$ cat config.mk
export PLATFORM = sky130hd
export DESIGN_NAME = pixel_packer
export DESIGN_NICKNAME = d
export VERILOG_FILES = /design/src/rtl/image_pkg.sv /design/src/rtl/pixel_packer.sv
export SDC_FILE = /design/constraint.sdc
export NUM_CORES = 1
export LEC_CHECK = 0
export CORE_ASPECT_RATIO = 0.75
export CORE_UTILIZATION = 45
export DETAILED_ROUTE_END_ITERATION = 6
export GPL_ROUTABILITY_DRIVEN = 0
export PLACE_DENSITY = 0.7
export SYNTH_ARGS = -nofsm -noshare
export SYNTH_HDL_FRONTEND = slang
export SYNTH_SLANG_ARGS = --single-unit
$ cat constraint.sdc
create_clock -name i_clk -period 2 [get_ports i_clk]
set_input_delay 0.4 -clock i_clk [delete_from_list [all_inputs] [get_ports i_clk]]
set_output_delay 0.4 -clock i_clk [all_outputs]
set_load 0.01 [all_outputs]
$ cat src/rtl/image_pkg.sv
// image_pkg: shared types and constants for the image processing pipeline
package image_pkg;
  localparam int BYTES_PER_WORD = 4;
  typedef logic [1:0]  lane_t;
  typedef logic [31:0] word_t;
endpackage

$ cat src/rtl/pixel_packer.sv
// pixel_packer: packs four 8-bit pixels into one 32-bit stream word with frame sideband flags
module pixel_packer
  import image_pkg::*;
#(
  parameter int LINE_WIDTH = 512,
  parameter int NUM_LINES  = 512
) (
  input  logic        i_clk,
  input  logic        i_reset_n,
  input  logic        i_valid,
  input  logic [7:0]  i_data,
  output logic        o_ready,
  output logic [31:0] o_data,
  output logic        o_valid,
  input  logic        i_ready,
  output logic        o_user,
  output logic        o_last,
  output logic        o_frame_done
);
  localparam int WORDS = LINE_WIDTH / BYTES_PER_WORD;
  localparam int WC_W  = WORDS > 1 ? $clog2(WORDS) : 1;
  localparam int LN_W  = NUM_LINES > 1 ? $clog2(NUM_LINES) : 1;
  localparam logic [WC_W-1:0] WC_LAST = WC_W'(WORDS - 1);
  localparam logic [LN_W-1:0] LN_LAST = LN_W'(NUM_LINES - 1);
  if (LINE_WIDTH % BYTES_PER_WORD != 0) begin : g_bad_width
    $error("pixel_packer: LINE_WIDTH must be a multiple of 4");
  end
  lane_t           lane_q, lane_d;
  logic [23:0]     acc_q, acc_d;
  word_t           data_q, data_d;
  logic            valid_q, valid_d, user_q, user_d, last_q, last_d, done_q, done_d;
  logic [WC_W-1:0] wc_q, wc_d;
  logic [LN_W-1:0] ln_q, ln_d;
  logic            accept, load, xfer, wc_end, ln_end;
  always_comb begin
    o_ready = (lane_q != 2'd3) || !valid_q || i_ready;
    accept  = i_valid && o_ready;
    load    = accept && lane_q == 2'd3;
    xfer    = valid_q && i_ready;
    wc_end  = wc_q == WC_LAST;
    ln_end  = ln_q == LN_LAST;
    lane_d  = accept ? lane_q + 2'd1 : lane_q;
    acc_d   = {accept && lane_q == 2'd2 ? i_data : acc_q[23:16],
               accept && lane_q == 2'd1 ? i_data : acc_q[15:8],
               accept && lane_q == 2'd0 ? i_data : acc_q[7:0]};
    data_d  = load ? {i_data, acc_q} : data_q;
    user_d  = load ? (ln_q == '0 && wc_q == '0) : user_q;
    last_d  = load ? (ln_end && wc_end) : last_q;
    valid_d = load || (valid_q && !i_ready);
    done_d  = xfer && last_q;
    wc_d    = load ? (wc_end ? '0 : wc_q + WC_W'(1)) : wc_q;
    ln_d    = load && wc_end ? (ln_end ? '0 : ln_q + LN_W'(1)) : ln_q;
  end
  always_ff @(posedge i_clk or negedge i_reset_n) begin
    if (!i_reset_n) begin
      lane_q  <= '0;
      acc_q   <= '0;
      data_q  <= '0;
      valid_q <= 1'b0;
      user_q  <= 1'b0;
      last_q  <= 1'b0;
      done_q  <= 1'b0;
      wc_q    <= '0;
      ln_q    <= '0;
    end else begin
      lane_q  <= lane_d;
      acc_q   <= acc_d;
      data_q  <= data_d;
      valid_q <= valid_d;
      user_q  <= user_d;
      last_q  <= last_d;
      done_q  <= done_d;
      wc_q    <= wc_d;
      ln_q    <= ln_d;
    end
  end
  assign o_data       = data_q;
  assign o_valid      = valid_q;
  assign o_user       = user_q;
  assign o_last       = last_q;
  assign o_frame_done = done_q;
endmodule

-- After elaboration in Yosys (flattened, before gate mapping)
Cells that the tools add are included.
- equality and inequality tests: 6
- reductions and logical operators: 19
- multiplexer cells: 2
- $add $sub $neg: 3
- operators with widths (operator ; number):
    1-bit logical AND ; 11
    9-bit by 1-bit adder with 9-bit output (second input constant) ; 1
    9-bit equality test (second input constant) ; 1
    9-bit logical NOT ; 1
    9-bit two-way mux ; 1
    7-bit by 1-bit adder with 7-bit output (second input constant) ; 1
    7-bit equality test (second input constant) ; 1
    7-bit logical NOT ; 1
    7-bit two-way mux ; 1
    2-bit equality test (second input constant) ; 2
    1-bit logical OR ; 3
    2-bit by 1-bit adder with 2-bit output (second input constant) ; 1
    2-bit by 1-bit equality test with 1-bit output (second input constant) ; 1
    1-bit logical NOT ; 2
    2-bit logical NOT ; 1
    2-bit != test (second input constant) ; 1
- register bits after elaboration: 78
- output and inout bits: 37
- logic and storage cells: 41
- input bits: 12

-- Longest topological paths before layout
Gate-level depths: netlist of run 1.
- word-level depth: 6
- depth in mapped cells: 8
- depth with buffers taken out: 8

-- Least setup slack after synthesis of run 1
Ideal clock, no wire load.
- path kind: reg2reg
- start: reg ln_q[0]
- end: reg ln_q[4]
- arrival time: 1678 ps
- required time: 1908 ps
- slack: 230 ps
- setup time: 92 ps
- buffers on the path: 0
- clock period less this slack: 1770 ps
- cell stages (with the launch flop): 8
- path through: dfrtp_1 ha_1 and3_1 nand3_1 nor2_1 ha_1 or2_4 o31ai_2
- longest elaborated chain between the ends: 2
- elaborated cells between the ends (all ways): 3
- those cells by class: add/sub: 1; eq/ne: 1; mux: 1
- RTL lines (element ; line ; RTL):
    from (decl) ; pixel_packer.sv:33 ; logic [LN_W-1:0] ln_q, ln_d;
    from (signal assigned) ; pixel_packer.sv:74 ; ln_q <= ln_d;
    9-bit by 1-bit adder with 9-bit output / 9-bit equality test (equally long branches) ; pixel_packer.sv:52, pixel_packer.sv:41 ;
    9-bit two-way mux * ; pixel_packer.sv:52 ; ln_d = load && wc_end ? (ln_end ? '0 : ln_q + LN_W'(1)) : ln_q;
Mark *: on every way between the ends. The rest lies on a longest branch, timed or not.
A chain may end at the register's enable or synchronous reset.

-- Worst setup path after layout of run 1
- start: reg lane_q[0]
- end: out o_ready
- longest elaborated chain between the ends: 3
- RTL lines (element ; line ; RTL):
    from (decl) ; pixel_packer.sv:28 ; lane_t lane_q, lane_d;
    from (signal assigned) ; pixel_packer.sv:66 ; lane_q <= lane_d;
    2-bit != test ; pixel_packer.sv:36 ; o_ready = (lane_q != 2'd3) || !valid_q || i_ready;
    1-bit logical OR (2 in series) ; pixel_packer.sv:36 ;
    to (decl) ; pixel_packer.sv:12 ; output logic o_ready,
No other way between the ends.

==> run summary, run 1 <==
Hold path startpoint: acc_q[18]
Slowest stage cell, crit path: dfrtp_1
Post-Place Setup Slack: -27.2 ps
Outcome: finished, final reports clean
Crit path max fanout: 4
Critical path arrival: 1440 ps
#FFs+latches synth: 78
Max Slew Vio Count: 0
Drt pass-1 iters: 4
TritonCTS Sinks: 78
Starting density of the core: 0.479
Period utilization: 0.920
Share of cells above drive strength 1: 0.181
Core area: 0.00699 mm²
Vias per cell: 4.96
ANT cells: 0
Grt total ovfl: 0
Fraction of synthesized area in multiplexers: 0.0963
R2R Setup Slk: 170 ps
Rows: 26
CTS buffer count: 9
Complex-gate fraction of the synthesized area: 0.0511
Worst reg2reg path depth: 7
TritonCTS clock tree: yes
Slew HR: 0.643
Final ANT Viol Nets: 0
WL/cell: 14.0 µm
Initial detailed-routing violation count: 98
Vias in the first global route: 2250
Largest family of logic cells by synthesized area: simple AND/OR/NAND/NOR gates
Simple-Gate Fraction of Synth Area: 0.198
Adder-Cell Fraction of Synth Area: 0.0373
Nets: 392
Dominant cell type by area after synthesis: dfrtp_1
Clock Latency Late Sink: 350 ps
Post-DP HPWL: 4530 µm
Xor and xnor fraction of the mapped netlist area: 0.0105
Critical path cell sequence: ha_1, nand3b_2, dlygate4sd2_1
Largest net degree at the start of global routing: 35
GRT Util Overall: 0.189
Setup crit start: lane_q[0]
FF-to-FF End: ln_q[5]
CTS clk-pin slew, worst paths: 90 ps
Most frequent cells in the layout: 111 x nand2_1, 78 x dfrtp_1, 46 x clkdlybuf4s50_1, 18 x mux2_2, 11 x buf_4
Initial antenna violation count: 0
Seq/Total Area, Yosys: 0.582
Synthesis warning total: 0
Worst Hold End: o_data[18]
Synth Net Count: 331
Hold path cells: 2
Slew @ Worst Pin: 535 ps
Worst vdd ir: 0.689 mV
Leak pwr: 2.01 nW
Layout area overhead: 25.6%
Most common cell after layout, fill and taps aside: nand2_1
Worst setup EP type: primary output
Count of cell types in the netlist: 37
DIE HEIGHT: 76.7 µm
Clk buf depth: 2
Type of origin of the critical path: flop
Clock Tree Root: clkbuf_8
Share of the synthesized area in the top cell type: 0.582
PwrDens: 1360 mW/mm²
Mapped Area: 0.00335 mm²
Final WS setup: 161 ps
Dominant cells by area after synthesis: dfrtp_1 58%, nand2_1 12%, mux2_2 6.0%
Clock Skews: 10.2 ps
Die Width: 102 µm
Crit path time final: 1840 ps
Total number of vias: 2347
Final wirelength: 6640 µm
WS Path Type: reg2out
Setup Viol. Count Final: 0
Pwr Total: 5.71 mW
DRC: 0
Maximum capacitance violations: 0
WHS: 469 ps
Mean Syn Cell Area: 10.8 µm²
I/O Buffers: 48
CP max stage delay: 410 ps
Worst R2R Start: ln_q[0]
H-tree depth: 3
First-pass GRT wire length: 11100 µm
Required time of the critical path: 1600 ps
Ports: 49
Max Clock Freq: 544 MHz
Mapped Cells: 309
RSZ-0062 raised after global routing: no
Final-report hold violation count: 0
Die Area: 0.00780 mm²
Hold/Removal Path Class: reg2reg
through the flow:
stage | cells | TNS [ps] | utilization | area (µm²)
after floorplan | 309 | 0 | - | 3350
after global placement | 455 | -88.2 | 0.572 | 4000
after detailed placement | 455 | -155 | 0.572 | 4000
after CTS | 473 | 0 | 0.600 | 4200
after global routing | 473 | 0 | 0.602 | 4210
final | 473 | 0 | 0.602 | 4210
power breakdown:
part,internal [mW],switching [mW],leakage (nW)
clock network,0.463,0.617,0.0866
logic,1.16,0.884,0.943
registers,2.20,0.389,0.983
sequential cells by signal, indices dropped and copies added (netlist names):
register      count
o_last            1
o_data           32
o_user            1
ln_q              9
acc_q            24
o_valid           1
wc_q              7
o_frame_done      1
lane_q            2
how the worst max path moves through the flow:
stage	to	slack (ps)	cells past startpoint
finish	o_ready	160	3
global route	ln_q[7]	4	8
CTS	ln_q[5]	80	7
detailed placement	acc_q[5]	-30	4
global placement	acc_q[0]	-10	4
floorplan	ln_q[4]	230	7
synthesized netlist by cell type:
master and count:
nand2_1 111, dfrtp_1 78, mux2_2 18, ha_1 10, mux2_4 8, o21ai_1 8, inv_1 6, nand3_1 6
nor2_1 6, o21ai_0 6, and3_1 5, buf_2 5, a21oi_1 4, nand2b_1 4, a31oi_1 3, buf_1 3
o31ai_2 3, and3_2 2, nand3_2 2, nor4b_1 2, xnor2_1 2, xor2_1 2, a21o_1 1, a41oi_1 1
and4_1 1, buf_4 1, buf_6 1, clkbuf_1 1, nand3b_2 1, nand4_1 1, nand4b_4 1, nor2b_2 1
nor3_1 1, nor3b_1 1, nor4_1 1, o41ai_1 1, or2_4 1
critical path, delay by kind of cell (launching register included):
kind                     cells  cell delay, ps
AND/OR/NAND/NOR              1             140
adder cells (fa/ha/maj)      1             250
flip-flops                   1             410
buffers and inverters        1             290
logic make-up after synthesis:
kind of cell / count (synthesis)
mux: 26
simple gates: 147
fa+ha+maj: 10
compound gates: 27
buf+inv: 17
xor+xnor: 4
flops: 78
metal layers:
metal / wire [µm] / up-vias / GRT usage
met3: 273 / 7 / 0.0501
met1: 3310 / 1132 / 0.273
met5: 0 / - / 0
met4: 72 / 0 / 0.0652
met2: 2990 / 56 / 0.274
li1: - / 1152 / -
what timing repair did:
item                       in CTS  in global routing
resized for setup               1                  3
cloned                          0                  0
setup endpoints to repair       1                  5
buffers inserted                1                  0
hold buffers                    1                  0
pin swaps                       0                  0
hold endpoints to repair       27                  0
layout make-up:
| cell class | instances | area, µm² |
|---|---|---|
| multi-input cells | 214 | 1330 |
| well taps | 98 | 123 |
| flip-flops and latches | 78 | 1950 |
| clock buffers | 9 | 124 |
| repair buffers | 61 | 602 |
| fillers | 586 | 2780 |
| clock inverters | 7 | 55.1 |
| inverters | 6 | 22.5 |
Note: power is estimated with default switching activity, not from simulation.
==> inputs of run 2 (changes only) <==
Settings changed: CTS_BUF_LIST from default to sky130_fd_sc_hd__clkbuf_8 sky130_fd_sc_hd__clkbuf_16, SLEW_MARGIN from default to 20.
==> results of run 2 <==
Final layout, timing and power as in run 1 (identical DEF).
==> inputs of run 3 (changes only) <==
Settings changed: CORE_MARGIN from default to 2.
==> run 3 against run 2 <==
- core utilization fell by 1.7 points
- critical path type is now reg2reg
- non-clock buffer count increased by 1
- flip-flop and latch count is the same
- largest power group unchanged
- critical path depth rose by 3
- sequential power hardly changed
==> run summary, run 3 (synthesis results as in run 1) <==
Final non-filler cell area: 0.00427 mm²
CP max stage delay: 430 ps
CTS clk-pin slew, worst paths: 80 ps
CTS buffer count: 9
Core area: 0.00730 mm²
Maximum capacitance violations: 0
Final ANT Viol Nets: 0
I/O Buffers: 48
Max reg flops: 32
Final-report hold violation count: 0
Inst Count DP: 459
Final wirelength: 6760 µm
Setup TNS: 0 ps
Slew @ Worst Pin: 545 ps
Number of fill cells: 642
Initial antenna violation count: 0
CP delay by family, top: adder cells
Most frequent cells in the layout: 111 x nand2_1, 78 x dfrtp_1, 46 x clkdlybuf4s50_1, 18 x mux2_2, 12 x buf_4
Hold/Removal Path Class: reg2reg
Hold path cells: 2
Die Area: 0.00816 mm²
Worst setup EP type: flop
Number of buffers and inverters on the critical path: 0
Slew HR: 0.637
Reg power frac: 0.432
Internal power: 4.11 mW
Hold path startpoint: acc_q[22]
WHS: 469 ps
Most frequent CP cell: ha_1
PwrDens: 1400 mW/mm²
Post-Place Setup Slack: -24.0 ps
Layout area overhead: 27.4%
Pwr Total: 6.00 mW
FF-to-FF End: ln_q[7]
Crit path max fanout: 5
Initial detailed-routing violation count: 128
Post-DP HPWL: 4520 µm
Rows: 27
WS Path Type: reg2reg
TritonCTS clock tree: yes
Final std cells w/o fill: 477
Setup Viol. Count Final: 0
DIE HEIGHT: 78.7 µm
Total number of vias: 2365
Clock Tree Root: clkbuf_8
FF/Latch Area: 0.00195 mm²
Critical path arrival: 2080 ps
Worst Hold End: o_data[22]
Required time of the critical path: 2210 ps
Slowest stage cell, crit path: o41ai_1
Final Core Density: 0.585
H-tree depth: 3
Area after DPL: 0.00401 mm²
Clock Latency Late Sink: 340 ps
Clk buf depth: 2
Switching share of power: 0.315
Worst R2R Start: ln_q[0]
Multi-input logic area: 0.00133 mm²
Vias in the first global route: 2274
Vias per cell: 4.96
Max Slew Vio Count: 0
Share of cells above drive strength 1: 0.184
Crit path time final: 1870 ps
Die Width: 104 µm
GRT Util Overall: 0.174
First-pass GRT wire length: 11200 µm
P_sw: 1.89 mW
Critical path cell sequence: ha_1, and3_1, nand3_1, nor2_2, ha_1, o41ai_1
Combinational share of power: 0.345
Leak pwr: 2.04 nW
Clock Skews: 11.3 ps
ANT cells: 0
Max Clock Freq: 534 MHz
Clk pwr share: 0.223
Drt pass-1 iters: 4
Largest net degree at the start of global routing: 47
Nets: 393
Starting density of the core: 0.459
Worst vdd ir: 0.662 mV
Type of origin of the critical path: flop
Worst reg2reg path depth: 6
DRC: 0
Ports: 49
Outcome: finished, final reports clean
WL/cell: 14.2 µm
TritonCTS Sinks: 78
Period utilization: 0.936
Final WS setup: 127 ps
R2R Setup Slk: 130 ps
Grt total ovfl: 0
Most common cell after layout, fill and taps aside: nand2_1
run 3: changes by cell type in the layout (fill, tap and decap cells not counted):
cell        change
buf_4           +1
bufinv_16       +2
clkbuf_8        +1
clkinv_4        -1
clkinvlp_4      -1
inv_6           -1
run 3: worst max path at each step:
stage                        from       end  slack [ps]  depth (start not counted)
after CTS                 ln_q[0]   ln_q[6]          80                          7
final                     ln_q[0]   ln_q[7]         130                          6
after floorplan           ln_q[0]   ln_q[4]         230                          7
after global routing      ln_q[0]   ln_q[7]         -50                          6
after global placement    i_ready  acc_q[0]           6                          4
after detailed placement  i_ready  acc_q[7]         -20                          4
run 3: final cells by class:
| class | instances | share of cell area |
|---|---|---|
| clock buffer | 10 | 0.0322 |
| sequential | 78 | 0.457 |
| timing repair buffer | 62 | 0.143 |
| inverter | 6 | 0.00527 |
| multi-input combinational | 214 | 0.312 |
| tap | 101 | 0.0296 |
| clock inverter | 6 | 0.0211 |
run 3: worst reg2reg max path, cell delays in order, from the launching register on:
cell and delay (ps):
dfrtp_1 420, ha_1 220, and3_1 210, nand3_1 150
nor2_2 90, ha_1 230, o41ai_1 430
run 3: routing by layer:
metal / global-route usage / vias up / part of all wire
met5: 0 / - / 0
met3: 0.0394 / 4 / 0.030
met1: 0.247 / 1169 / 0.50
met4: 0.0527 / 0 / 0.0084
li1: - / 1148 / -
met2: 0.270 / 44 / 0.46
run 3: power groups by stage:
stage | logic, mW | clock network, mW | registers, mW
4_1_cts | 2.10 | 1.37 | 2.59
5_1_grt | 2.26 | 1.44 | 2.67
6_report | 2.07 | 1.34 | 2.59
2_1_floorplan | 1.01 | 0 | 2.68
3_5_place_dp | 2.06 | 0 | 2.62
3_3_place_gp | 2.00 | 0 | 2.60
run 3: what timing repair did:
| action | CTS | global route |
|---|---|---|
| resized for setup | 1 | 3 |
| hold buffers | 1 | 0 |
| hold endpoints to repair | 26 | 0 |
| setup buffers | 1 | 0 |
| pin swaps | 0 | 0 |
| endpoints found under the setup margin | 1 | 5 |
